===== config.mk =====
export PLATFORM = sky130hd
export DESIGN_NAME = fft_twiddle_sequencer
export DESIGN_NICKNAME = d
export VERILOG_FILES = /design/src/rtl/fft_twiddle_sequencer.sv
export SDC_FILE = /design/constraint.sdc
export NUM_CORES = 1
export LEC_CHECK = 0
export BUFFER_PORTS_ARGS = -buffer_cell sky130_fd_sc_hd__buf_2
export CAP_MARGIN = 40
export CORE_UTILIZATION = 45
export CTS_CLUSTER_SIZE = 12
export DETAILED_ROUTE_END_ITERATION = 10
export GPL_ROUTABILITY_DRIVEN = 0
export GPL_TIMING_DRIVEN = 0
export PLACE_DENSITY_LB_ADDON = 0.2
export SLEW_MARGIN = 15
export SYNTH_ARGS = -nofsm -noshare
export SYNTH_HDL_FRONTEND = slang
export SYNTH_SLANG_ARGS = --single-unit

===== constraint.sdc =====
create_clock -name clk -period 7.2 [get_ports clk]
set_input_delay 1.08 -clock clk [delete_from_list [all_inputs] [get_ports clk]]
set_output_delay 1.08 -clock clk [all_outputs]
set_load 0.01 [all_outputs]

===== src/rtl/fft_twiddle_sequencer.sv =====
`timescale 1ns/1ps
// Radix-2 DIT FFT address/twiddle sequencer: walks stages and butterflies,
// issues one descriptor per cycle over valid/ready, and holds a stage barrier
// until the datapath reports write-back of the current stage has retired.
module fft_twiddle_sequencer #(
    parameter int unsigned LOG2N  = 12,
    parameter int unsigned ROM_AW = 12,
    parameter int unsigned STW    = $clog2(LOG2N)
) (
    input  logic              clk,
    input  logic              rst,
    input  logic              start,
    input  logic              stage_done,
    output logic              bf_valid,
    input  logic              bf_ready,
    output logic [LOG2N-1:0]  bf_idx_a,
    output logic [LOG2N-1:0]  bf_idx_b,
    output logic [ROM_AW-1:0] tw_addr,
    output logic [STW-1:0]    bf_stage,
    output logic              bf_last,
    output logic              busy,
    output logic              done
);

    localparam int unsigned CW    = LOG2N - 1;
    localparam int unsigned TW_SH = ROM_AW - LOG2N;
    localparam logic [CW-1:0]  C_LAST = '1;
    localparam logic [STW-1:0] S_LAST = STW'(LOG2N - 1);

    typedef enum logic [1:0] {IDLE, ISSUE, WAIT} state_t;

    state_t            state, state_n;
    logic [STW-1:0]    stage, stage_n;
    logic [CW-1:0]     cnt, cnt_n;
    logic              done_n;
    logic              last_n;
    logic [LOG2N-1:0]  c_w, half, k, g, e, a_n, b_n;
    logic [STW-1:0]    shamt;
    logic [ROM_AW-1:0] tw_n;

    // Next state, stage/counter advance, and the descriptor for the next cycle
    always_comb begin
        state_n = state;
        stage_n = stage;
        cnt_n   = cnt;
        done_n  = 1'b0;

        case (state)
            IDLE: begin
                if (start) begin
                    state_n = ISSUE;
                    stage_n = '0;
                    cnt_n   = '0;
                end
            end
            ISSUE: begin
                if (bf_ready) begin
                    if (cnt == C_LAST) begin
                        state_n = WAIT;
                    end else begin
                        cnt_n = cnt + CW'(1);
                    end
                end
            end
            WAIT: begin
                if (stage_done) begin
                    cnt_n = '0;
                    if (stage == S_LAST) begin
                        state_n = IDLE;
                        stage_n = '0;
                        done_n  = 1'b1;
                    end else begin
                        state_n = ISSUE;
                        stage_n = stage + STW'(1);
                    end
                end
            end
            default: begin
                state_n = IDLE;
                stage_n = '0;
                cnt_n   = '0;
            end
        endcase

        // Operand a inserts a zero at bit 'stage' of the counter; b sets it.
        c_w   = LOG2N'(cnt_n);
        half  = LOG2N'(1) << stage_n;
        k     = c_w & (half - LOG2N'(1));
        g     = c_w >> stage_n;
        a_n   = ((g << stage_n) << 1) | k;
        b_n   = a_n + half;
        shamt = S_LAST - stage_n;
        e     = k << shamt;
        tw_n  = ROM_AW'(e) << TW_SH;
        last_n = (state_n == ISSUE) && (cnt_n == C_LAST);
    end

    // State and registered outputs; outputs hold while a stalled descriptor waits
    always_ff @(posedge clk or posedge rst) begin
        if (rst) begin
            state    <= IDLE;
            stage    <= '0;
            cnt      <= '0;
            bf_valid <= 1'b0;
            bf_idx_a <= '0;
            bf_idx_b <= '0;
            tw_addr  <= '0;
            bf_stage <= '0;
            bf_last  <= 1'b0;
            busy     <= 1'b0;
            done     <= 1'b0;
        end else begin
            state    <= state_n;
            stage    <= stage_n;
            cnt      <= cnt_n;
            bf_valid <= (state_n == ISSUE);
            bf_idx_a <= a_n;
            bf_idx_b <= b_n;
            tw_addr  <= tw_n;
            bf_stage <= stage_n;
            bf_last  <= last_n;
            busy     <= (state_n != IDLE);
            done     <= done_n;
        end
    end

endmodule


==> metrics.cfg, run 1 <==
[outcome]
status=complete, no violations

[synthesis]
avgSynthCellArea_um2=9.129
ys_async_sr_fraction_pct=100.0
synth_edf_count=0
synthDistinctLibCells=99
syn_inst=483
synth_flop_cell=dfrtp_1
syn_nets=503
ys_seq_area_share_pct=32.35
synth_area_mm2=0.004409
yosysWarnings=0
synth-seq-cells=57

[sta]
tightest_slew_ns=0.7881
hold_ws_ns=0.6960
setup_tns_ns=0
final.setup_skew_ns=0.006476
fin_crit_sh_pct=77.38
fmax_ghz=0.1795
relSlewSlack_pct=47.11
rsz0062_at_grt=false
min_period_ns=5.572
drv_slew=0
hold_viol_final=0
setup_violations=0

[finish]
final_common_cell=dfrtp_1
layout_common_cells=dfrtp_1 (57), buf_2 (50), nor2_1 (39), nand2_1 (38), a21oi_1 (26)
drive_gt1_share_pct=23.58
area_growth_pct=14.47
fin_nets=562
n_antenna_cell=0
fin_area_mm2=0.005047

[global_routing]
overflow=0
grt_pass1_vias=4174
grt_pass1_wl_mm=21.64
grt_max_degree=35
antenna_found_initial=0
track_usage_pct=28.20

[power_and_ir_drop]
power_frac_comb_pct=31.9
netSwitchingFraction_pct=35.18
power.leakage_nw=2.310
peakVddDrop_v=0.00008794
power_mw=1.063
p_seq_share_pct=36.0
clkPwrFrac_pct=32.1
power.density_mw_per_mm2=210.7
internal-power_mw=0.6892
p_switching_mw=0.3741

[detailed_routing]
vias=4368
wire_per_inst_um=19.91
initialDrtViolationCount=657
antenna_left=0
wirelength_mm=13.46
firstDrtPassIters=7
drc=0
vias_per_cell=6.462

[critical_path]
cp-start-kind=input pin
crit_type=input pin to flip-flop
slowest_stage=o21ai_1
cp.required_ns=7.48
critPathArrivalTime_ns=5.86
path_max_fanout=10
crit_chain=buf_2, buf_2, nand3b_1, nor3_2, nor2_2, buf_2, nor2_1, nand2_1, ha_1, o31a_1, o21ai_1, o21ai_1, ha_1, a21oi_1, o21bai_1, a21oi_1, o21ai_0, a21o_1, a21oi_1, o21ai_0, xnor2_1, xnor2_1
worst_path_largest_cell_delay_ns=0.38
endpoint_kind=flip-flop
rrSetupSlack_ns=1.81

[cts]
post_cts_buffers=0
clk_pin_slew_ns=0.07
clockRootBuffer=clkbuf_8
cts_buffers=9
holdBufCountCts=0
cts.path.max_buffers=2
clock-sinks=57
cts_max_level=3
cts_tree=done
clock_latency_ns=0.36
cts_resized=0

[place]
io_buffers=47
dpl_cell_area_mm2=0.004826
dp_hpwl_mm=9.830

[hold_path]
hold_class=flip-flop to flip-flop

[die]
placementRows=35
core_mm2=0.009371
io_pins=49
fp.dieW_um=101.0
start_util_pct=47.05
fp.dieH_um=101.0
die_area_mm2=0.01020

[flow_run]
maxCapViolCount=0

final timing paths:
kind | from | to | cells past startpoint
setup / recovery | stage_done | bf_idx_b[11] | 22
hold / removal | stage[2] | done | 2
setup reg to reg | cnt[0] | bf_idx_b[11] | 20
hold reg to reg | stage[2] | done | 2
max in group asynchronous | rst | tw_addr[6] | 3
min in group asynchronous | rst | bf_idx_b[1] | 2
power by group through the flow:
| stage | clock network, mW | logic, mW | registers (mW) |
|---|---|---|---|
| after floorplan | 0 | 0.208 | 0.403 |
| after global placement | 0 | 0.323 | 0.387 |
| after detailed placement | 0 | 0.327 | 0.389 |
| after CTS | 0.349 | 0.329 | 0.382 |
| after global routing | 0.364 | 0.363 | 0.387 |
| final | 0.341 | 0.339 | 0.383 |
state kept, by name, summed over array words and instances, names as in the netlist, 2 cells and up:
register	count
bf_idx_a	12
bf_idx_b	12
cnt	11
stage	4
state	2
tw_addr	12
worst max-delay path, delay by kind of cell:
| family | cells | cell delay [ns] |
|---|---|---|
| AO/OA/AOI/OAI | 10 | 2.12 |
| AND/OR/NAND/NOR | 5 | 1.06 |
| adder cells (fa/ha/maj) | 2 | 0.72 |
| buffers and inverters | 3 | 0.54 |
| XOR/XNOR | 2 | 0.36 |
layout make-up:
class,count,area [um2]
Buffer,28,237.7
Inverter,19,85.08
Sequential cell,57,1426
Clock inverter,4,76.32
Multi-Input combinational cell,379,2660
Clock buffer,12,145.1
Fill cell,897,4324
Timing Repair Buffer,48,255.2
Tap cell,129,161.4
Yosys cell counts, types with 4 or more instances:
cell type  instances  area share [%]
a21oi_1           26             3.0
clkbuf_8           7             2.2
nor4_1             6            0.85
and2_1             4            0.57
nand4_1            9             1.3
ha_1              14             4.0
nor2_1            39             3.3
o21bai_1           7             1.2
a32oi_1            4            0.79
nand2_1           38             3.2
nor3_1            20             2.3
dfrtp_1           57              32
o22ai_1            9             1.3
nand3_1           13             1.5
a21o_1             7             1.2
a2bb2oi_1          4            0.79
o211ai_1           7             1.2
o21a_1             6             1.0
and3_1             7            0.99
a211oi_1           5            0.85
o21ai_0           21             2.4
xnor2_1            9             1.8
o21ai_1            7            0.79
clkbuf_1           7            0.60
mux2i_1            5             1.1
a31oi_1            5            0.71
buf_6              5             1.3
nand2b_1           4            0.57
nor2b_1            7            0.99
inv_1             15             1.3
a221oi_1           4            0.79
per-layer routing:
layer | global-route usage, % | vias to the layer above | wire (um)
met5 | 0 | - | 0
met1 | 39.08 | 2047 | 5686
met3 | 6.588 | 70 | 1397
met2 | 41.62 | 295 | 5866
met4 | 12.82 | 0 | 507
li1 | - | 1956 | -
metrics by stage:
| step | utilization (%) | instances | setup WS [ns] |
|---|---|---|---|
| CTS | 53.86 | 676 | 1.780 |
| detailed placement | 51.50 | 660 | 1.423 |
| finish | 53.86 | 676 | 1.628 |
| floorplan | - | 483 | 2.408 |
| global placement | 51.28 | 659 | 1.467 |
| global route | 53.86 | 676 | 1.242 |
cells by family (layout without fill, tap and decap cells):
family	after synthesis	after routing	synth area share [%]
fa+ha+maj	15	15	4.427
flops	57	57	32.35
simple gates	179	179	22.70
other cells	1	1	0.08505
compound gates	164	164	28.58
buf+inv	47	111	7.321
xor+xnor	12	12	2.384
mux	8	8	2.157
No activity file was read; power rests on OpenSTA's default activity.
==> inputs of run 2 (changes only) <==
--- a/config.mk
+++ b/config.mk
@@ -5,6 +5,7 @@
 export SDC_FILE = /design/constraint.sdc
 export NUM_CORES = 1
 export LEC_CHECK = 0
+export ABC_AREA = 1
 export BUFFER_PORTS_ARGS = -buffer_cell sky130_fd_sc_hd__buf_2
 export CAP_MARGIN = 40
 export CORE_UTILIZATION = 45
==> constraint.sdc (replaced) <==
create_clock -name clk -period 5.17 [get_ports clk]
set_input_delay 0.7755 -clock clk [delete_from_list [all_inputs] [get_ports clk]]
set_output_delay 0.7755 -clock clk [all_outputs]
set_load 0.01 [all_outputs]
==> metrics.cfg, run 2 <==
[critical_path]
crit_top_cell=nor2_1
r2r-end=bf_idx_b[11]  ; unchanged
r2r_start=stage[1]  ; was cnt[0]
slowest_stage=dfrtp_2  ; was o21ai_1
rrSetupSlack_ns=0.50  ; was 1.81 ns
endpoint_kind=flip-flop  ; unchanged
cp-start-kind=flip-flop  ; was input pin
ff2ff_path_depth=30  ; was 20
crit_type=flip-flop to flip-flop  ; was input pin to flip-flop
path_max_fanout=10  ; unchanged
critPathArrivalTime_ns=4.96  ; was 5.86 ns
cp.required_ns=5.46  ; was 7.48 ns
worst_path_largest_cell_delay_ns=0.45  ; was 0.38 ns

[synthesis]
synthDistinctLibCells=43  ; was 99
yosysWarnings=0  ; unchanged
yosys.area.top_type_share_pct=34.85  ; was 32.35%
ys_async_sr_fraction_pct=100.0  ; unchanged
synth-seq-cells=57  ; unchanged
avgSynthCellArea_um2=6.810  ; was 9.129 um2
synth_flop_cell=dfrtp_1  ; unchanged
yosysTopAreaCell=dfrtp_1  ; unchanged
synth_area_leaders=dfrtp_1 (35%), nand2_1 (15%), nand3_1 (9.7%), inv_1 (5.6%), nor2_1 (5.4%)  ; was dfrtp_1 (32%), ha_1 (4.0%), nor2_1 (3.3%), nand2_1 (3.2%), a21oi_1 (3.0%)
syn_inst=601  ; was 483
syn_nets=621  ; was 503
synth_area_mm2=0.004093  ; was 0.004409 mm2
synth_most_common_cell=nand2_1  ; was dfrtp_1
ys_seq_area_share_pct=34.85  ; was 32.35%
synth_edf_count=0  ; unchanged
synth_commonest_cells=nand2_1 (160), nand3_1 (79), inv_1 (61), nor2_1 (59), dfrtp_1 (57)  ; was dfrtp_1 (57), nor2_1 (39), nand2_1 (38), a21oi_1 (26), o21ai_0 (21)

[flow_run]
maxCapViolCount=0  ; unchanged

[finish]
n_antenna_cell=0  ; unchanged
area_growth_pct=16.54  ; was 14.47%
final_common_cell=nand2_1  ; was dfrtp_1
top_regs=bf_idx_a x12, bf_idx_b x12, tw_addr x12  ; unchanged
multi_input_area_mm2=0.002357  ; was 0.002660 mm2
layout_common_cells=nand2_1 (160), nand3_1 (79), inv_1 (59), nor2_1 (56), dfrtp_1 (56)  ; was dfrtp_1 (57), buf_2 (50), nor2_1 (39), nand2_1 (38), a21oi_1 (26)
seqCellArea_mm2=0.001428  ; was 0.001426 mm2
fin_nets=682  ; was 562
fillers=881  ; was 897
fin_area_mm2=0.004770  ; was 0.005047 mm2
drive_gt1_share_pct=17.09  ; was 23.58%

[die]
io_pins=49  ; unchanged
placementRows=34  ; was 35
start_util_pct=46.70  ; was 47.05%
core_mm2=0.008763  ; was 0.009371 mm2
die_area_mm2=0.009480  ; was 0.01020 mm2
fp.dieH_um=97.37  ; was 101.0 um
fp.dieW_um=97.37  ; was 101.0 um

[power_and_ir_drop]
peakVddDrop_v=0.0001339  ; was 0.00008794 V
power.density_mw_per_mm2=298.9  ; was 210.7 mW/mm2
power.leakage_nw=2.468  ; was 2.310 nW

[sta]
relSlewSlack_pct=54.74  ; was 47.11%
rsz0062_at_grt=false  ; unchanged
fmax_ghz=0.2141
final.setup_skew_ns=0.01252  ; was 0.006476 ns
tightest_slew_ns=0.6764  ; was 0.7881 ns
setup_tns_ns=0  ; unchanged
fin_crit_sh_pct=90.34
hold_viol_final=0  ; unchanged
min_period_ns=4.671
setup_violations=0  ; unchanged
drv_slew=0  ; unchanged

[cts]
cts_buffers=9  ; unchanged
clock_latency_ns=0.34  ; was 0.36 ns
cts.path.max_buffers=2  ; unchanged
cts_max_level=3  ; unchanged
cts_tree=done  ; unchanged
clock-sinks=57  ; unchanged
clk_pin_slew_ns=0.07  ; about the same
clockRootBuffer=clkbuf_8  ; unchanged
holdBufCountCts=0  ; unchanged

[global_routing]
track_usage_pct=26.35  ; was 28.20%
antenna_found_initial=0  ; unchanged
grt_max_degree=32  ; was 35
grt_pass1_wl_mm=20.11  ; was 21.64 mm
grt_pass1_vias=4174  ; unchanged
overflow=0  ; unchanged

[detailed_routing]
wire_per_inst_um=15.32  ; was 19.91 um
vias=4421  ; was 4368
initialDrtViolationCount=456  ; was 657
vias_per_cell=5.705  ; was 6.462
antenna_left=0  ; unchanged
drc=0  ; unchanged
firstDrtPassIters=6  ; was 7
wirelength_mm=11.87  ; was 13.46 mm

[hold_path]
hold_class=input pin to asynchronous set/reset pin  ; was flip-flop to flip-flop

[place]
dpl_cell_area_mm2=0.004488  ; was 0.004826 mm2
io_buffers=48  ; was 47
dp_hpwl_mm=8.987  ; was 9.830 mm

[outcome]
status=complete, no violations  ; unchanged

[run 2: per-layer routing]
metal	up-vias	share of wire [%]	wire length, um	track usage, %
met5	-	0	0	0
met4	0	2.6	314	10.18
met3	35	10	1195	4.964
met1	2028	43	5121	35.82
li1	2098	-	-	-
met2	260	44	5241	41.53
[run 2: power breakdown]
part | leakage, nW | total, mW | internal [mW] | switching [mW]
logic | 1.62 | 0.423 | 0.142 | 0.281
registers | 0.733 | 0.538 | 0.509 | 0.0288
clock network | 0.113 | 0.465 | 0.284 | 0.181
[run 2: worst max-delay path, delay by kind of cell, from the launching register on]
| family | cells | cell delay, ns |
|---|---|---|
| DFF | 1 | 0.45 |
| adders and majority gates | 3 | 0.81 |
| buffers and inverters | 5 | 0.61 |
| and+or+nand+nor | 15 | 1.54 |
| xor gates and xnor gates | 2 | 0.40 |
| AOI/OAI and AO/OA | 5 | 0.80 |
[run 2: worst max-delay path by stage]
stage	from	end	slack, ns
global route	stage[0]	bf_idx_b[11]	0.03
detailed placement	stage_done	bf_idx_b[11]	-0.13
floorplan	stage_done	bf_idx_b[11]	0.89
finish	stage[1]	bf_idx_b[11]	0.50
CTS	stage[1]	bf_idx_b[11]	0.09
global placement	stage_done	bf_idx_b[11]	-0.03
[run 2: timing repair]
action,4_1_cts,5_1_grt
endpoints found under the setup margin,0,3
gates resized for setup,0,16
setup buffers,0,1
[run 2: cells by family (layout without fill, tap and decap cells)]
logic type | after synthesis | after routing | synth area share, %
adder cells (fa/ha/maj) | 15 | 15 | 4.769
XOR/XNOR | 12 | 12 | 2.568
flip-flops | 57 | 57 | 34.85
buffers and inverters | 90 | 156 | 8.682
other | 1 | 1 | 0.09163
AO/OA/AOI/OAI | 83 | 83 | 11.77
AND/OR/NAND/NOR | 343 | 343 | 37.27
[run 2: cell type report]
| cell class | instances | share of cell area, % |
|---|---|---|
| plain buffers | 18 | 1.836 |
| clock buffers | 11 | 2.964 |
| clock inverters | 5 | 1.653 |
| inverters | 72 | 5.745 |
| multi-input cells | 454 | 49.42 |
| flip-flops and latches | 57 | 29.93 |
| well taps | 108 | 2.833 |
| repair buffers | 50 | 5.614 |
[run 2: stage by stage]
| stage | instances | power [mW] | utilization [%] | setup slack (ns) | hold WS [ns] |
|---|---|---|---|---|---|
| 2_1_floorplan | 601 | 0.8325 | - | 0.8863 | 0.5300 |
| 3_3_place_gp | 757 | 0.9484 | 50.99 | -0.03398 | 0.6002 |
| 3_5_place_dp | 758 | 0.9581 | 51.21 | -0.1321 | 0.6121 |
| 4_1_cts | 774 | 1.426 | 53.73 | 0.08874 | 0.4962 |
| 5_1_grt | 775 | 1.510 | 54.43 | 0.02526 | 0.5379 |
| 6_report | 775 | 1.426 | 54.43 | 0.4993 | 0.4906 |
==> inputs of run 3 (changes only) <==
--- a/config.mk
+++ b/config.mk
@@ -5,10 +5,9 @@
 export SDC_FILE = /design/constraint.sdc
 export NUM_CORES = 1
 export LEC_CHECK = 0
-export ABC_AREA = 1
 export BUFFER_PORTS_ARGS = -buffer_cell sky130_fd_sc_hd__buf_2
 export CAP_MARGIN = 40
-export CORE_UTILIZATION = 45
+export CORE_UTILIZATION = 40
 export CTS_CLUSTER_SIZE = 12
 export DETAILED_ROUTE_END_ITERATION = 10
 export GPL_ROUTABILITY_DRIVEN = 0
==> metrics.cfg, run 3 (synthesis results as in run 1) <==
[place]
io_buffers=47  ; was 48
dp_hpwl_mm=9.947  ; was 8.987 mm
place_ws_ns=-0.3942  ; was -0.1321 ns
dpl_cell_area_mm2=0.004817  ; was 0.004488 mm2

[sta]
relSlewSlack_pct=38.75  ; was 54.74%
hold_ws_ns=0.5389  ; was 0.4906 ns
setup_violations=0  ; unchanged
hold_viol_final=0  ; unchanged
tightest_slew_ns=0.9126  ; was 0.6764 ns
drv_slew=0  ; unchanged
fmax_ghz=0.2049  ; was 0.2141 GHz
rsz0062_at_grt=false  ; unchanged
fin_crit_sh_pct=94.41  ; was 90.34%
setup_ws_ns=0.2892  ; was 0.4993 ns
final.setup_skew_ns=0.008090  ; was 0.01252 ns
setup_tns_ns=0  ; unchanged
min_period_ns=4.881  ; was 4.671 ns

[power_and_ir_drop]
power_mw=1.399  ; was 1.426 mW
power.density_mw_per_mm2=272.6  ; was 298.9 mW/mm2
peakVddDrop_v=0.0001259  ; was 0.0001339 V
power.leakage_nw=2.321  ; was 2.468 nW

[cts]
clockRootBuffer=clkbuf_8  ; unchanged
cts_tree=done  ; unchanged
clk_pin_slew_ns=0.08  ; was 0.07 ns
cts.path.max_buffers=2  ; unchanged
holdBufCountCts=0  ; unchanged
cts_buffers=9  ; unchanged
cts_max_level=3  ; unchanged
clock-sinks=57  ; unchanged
clock_latency_ns=0.34  ; about the same

[global_routing]
antenna_found_initial=0  ; unchanged
overflow=0  ; unchanged
grt_max_degree=58  ; was 32
track_usage_pct=25.21  ; was 26.35%
grt_pass1_wl_mm=22.15  ; was 20.11 mm
grt_pass1_vias=4224  ; was 4174

[finish]
area_growth_pct=16.40  ; was 16.54%
fin_nets=568  ; was 682
final_common_cell=dfrtp_1  ; was nand2_1
fillers=1004  ; was 881
top_regs=bf_idx_a x12, bf_idx_b x12, tw_addr x12  ; unchanged
fin_area_mm2=0.005132  ; was 0.004770 mm2
drive_gt1_share_pct=27.49  ; was 17.09%
layout_common_cells=dfrtp_1 (56), buf_2 (50), nor2_1 (38), nand2_1 (38), a21oi_1 (24)  ; was nand2_1 (160), nand3_1 (79), inv_1 (59), nor2_1 (56), dfrtp_1 (56)
n_antenna_cell=0  ; unchanged

[die]
fp.dieH_um=107.0  ; was 97.37 um
start_util_pct=41.96  ; was 46.70%
io_pins=49  ; unchanged
fp.dieW_um=107.0  ; was 97.37 um
placementRows=37  ; was 34
die_area_mm2=0.01145  ; was 0.009480 mm2
core_mm2=0.01051  ; was 0.008763 mm2

[detailed_routing]
initialDrtViolationCount=589  ; was 456
vias=4401  ; was 4421
antenna_left=0  ; unchanged
firstDrtPassIters=6  ; unchanged
drc=0  ; unchanged
vias_per_cell=6.388  ; was 5.705
wirelength_mm=13.80  ; was 11.87 mm
wire_per_inst_um=20.03  ; was 15.32 um

[critical_path]
cp.required_ns=5.44  ; was 5.46 ns
path_max_fanout=10  ; unchanged
cp-start-kind=input pin  ; was flip-flop
endpoint_kind=flip-flop  ; unchanged
crit_type=input pin to flip-flop  ; was flip-flop to flip-flop
critPathArrivalTime_ns=5.15  ; was 4.96 ns

[flow_run]
maxCapViolCount=0  ; unchanged

[hold_path]
hold_class=input pin to asynchronous set/reset pin  ; unchanged

[outcome]
status=complete, no violations  ; unchanged

run 3: worst max-delay path: stages:
cell and delay [ns]:
buf_2 0.12, buf_2 0.21, mux2_2 0.23, nor2_1 0.09
o311ai_2 0.51, nor2_1 0.10, o31ai_1 0.40, o311ai_2 0.23
a21o_2 0.28, a21oi_1 0.19, o21ai_2 0.11, ha_1 0.34
a21oi_2 0.20, o21bai_1 0.08, a21oi_1 0.23, o21ai_1 0.15
a21o_1 0.21, a21oi_2 0.19, o21ai_0 0.14, xnor2_1 0.21
xnor2_1 0.14
run 3: path summary, 6_finish.rpt:
path,startpoint,to,slack (ns),cells past startpoint
min in group clk,stage[2],done,0.70,2
worst min register to register,stage[2],done,0.70,2
worst max-delay path,stage_done,bf_idx_b[11],0.29,21
max in group asynchronous,rst,cnt[0],4.11,2
worst max register to register,stage[0],bf_idx_b[11],0.30,20
worst min-delay path,rst,bf_valid,0.54,2
run 3: power breakdown:
part / switching [mW] / internal [mW]
logic: 0.308 / 0.182
registers: 0.0284 / 0.505
clock network: 0.203 / 0.172
run 3: repair_timing:
item / 4_1_cts / 5_1_grt
resized for setup: 2 / 18
setup buffers: 2 / 5
pin swaps: 1 / 3
endpoints found under the setup margin: 1 / 3
endpoints found under the hold margin: 0 / 0
run 3: area by class of cell:
| class | count | area, um2 | area share (%) |
|---|---|---|---|
| repair buffers | 54 | 287.8 | 5.607 |
| inverters | 19 | 87.58 | 1.706 |
| clock inverters | 7 | 46.29 | 0.9020 |
| flip-flops and latches | 57 | 1428 | 27.82 |
| well taps | 136 | 170.2 | 3.315 |
| clock buffers | 9 | 123.9 | 2.413 |
| plain buffers | 28 | 237.7 | 4.632 |
| multi-input cells | 379 | 2751 | 53.61 |
run 3: metrics by stage:
| step | utilization, % | cells |
|---|---|---|
| 2_1_floorplan | - | 483 |
| 3_3_place_gp | 45.82 | 666 |
| 3_5_place_dp | 45.84 | 666 |
| 4_1_cts | 47.70 | 684 |
| 5_1_grt | 48.84 | 689 |
| 6_report | 48.84 | 689 |
run 3: metal layers:
metal / share of wire, % / vias to the layer above / GRT usage, %
met5: 0 / - / 0
met4: 3.1 / 0 / 11.45
met3: 9.6 / 50 / 5.046
met2: 43 / 275 / 36.73
met1: 44 / 2115 / 35.81
li1: - / 1961 / -
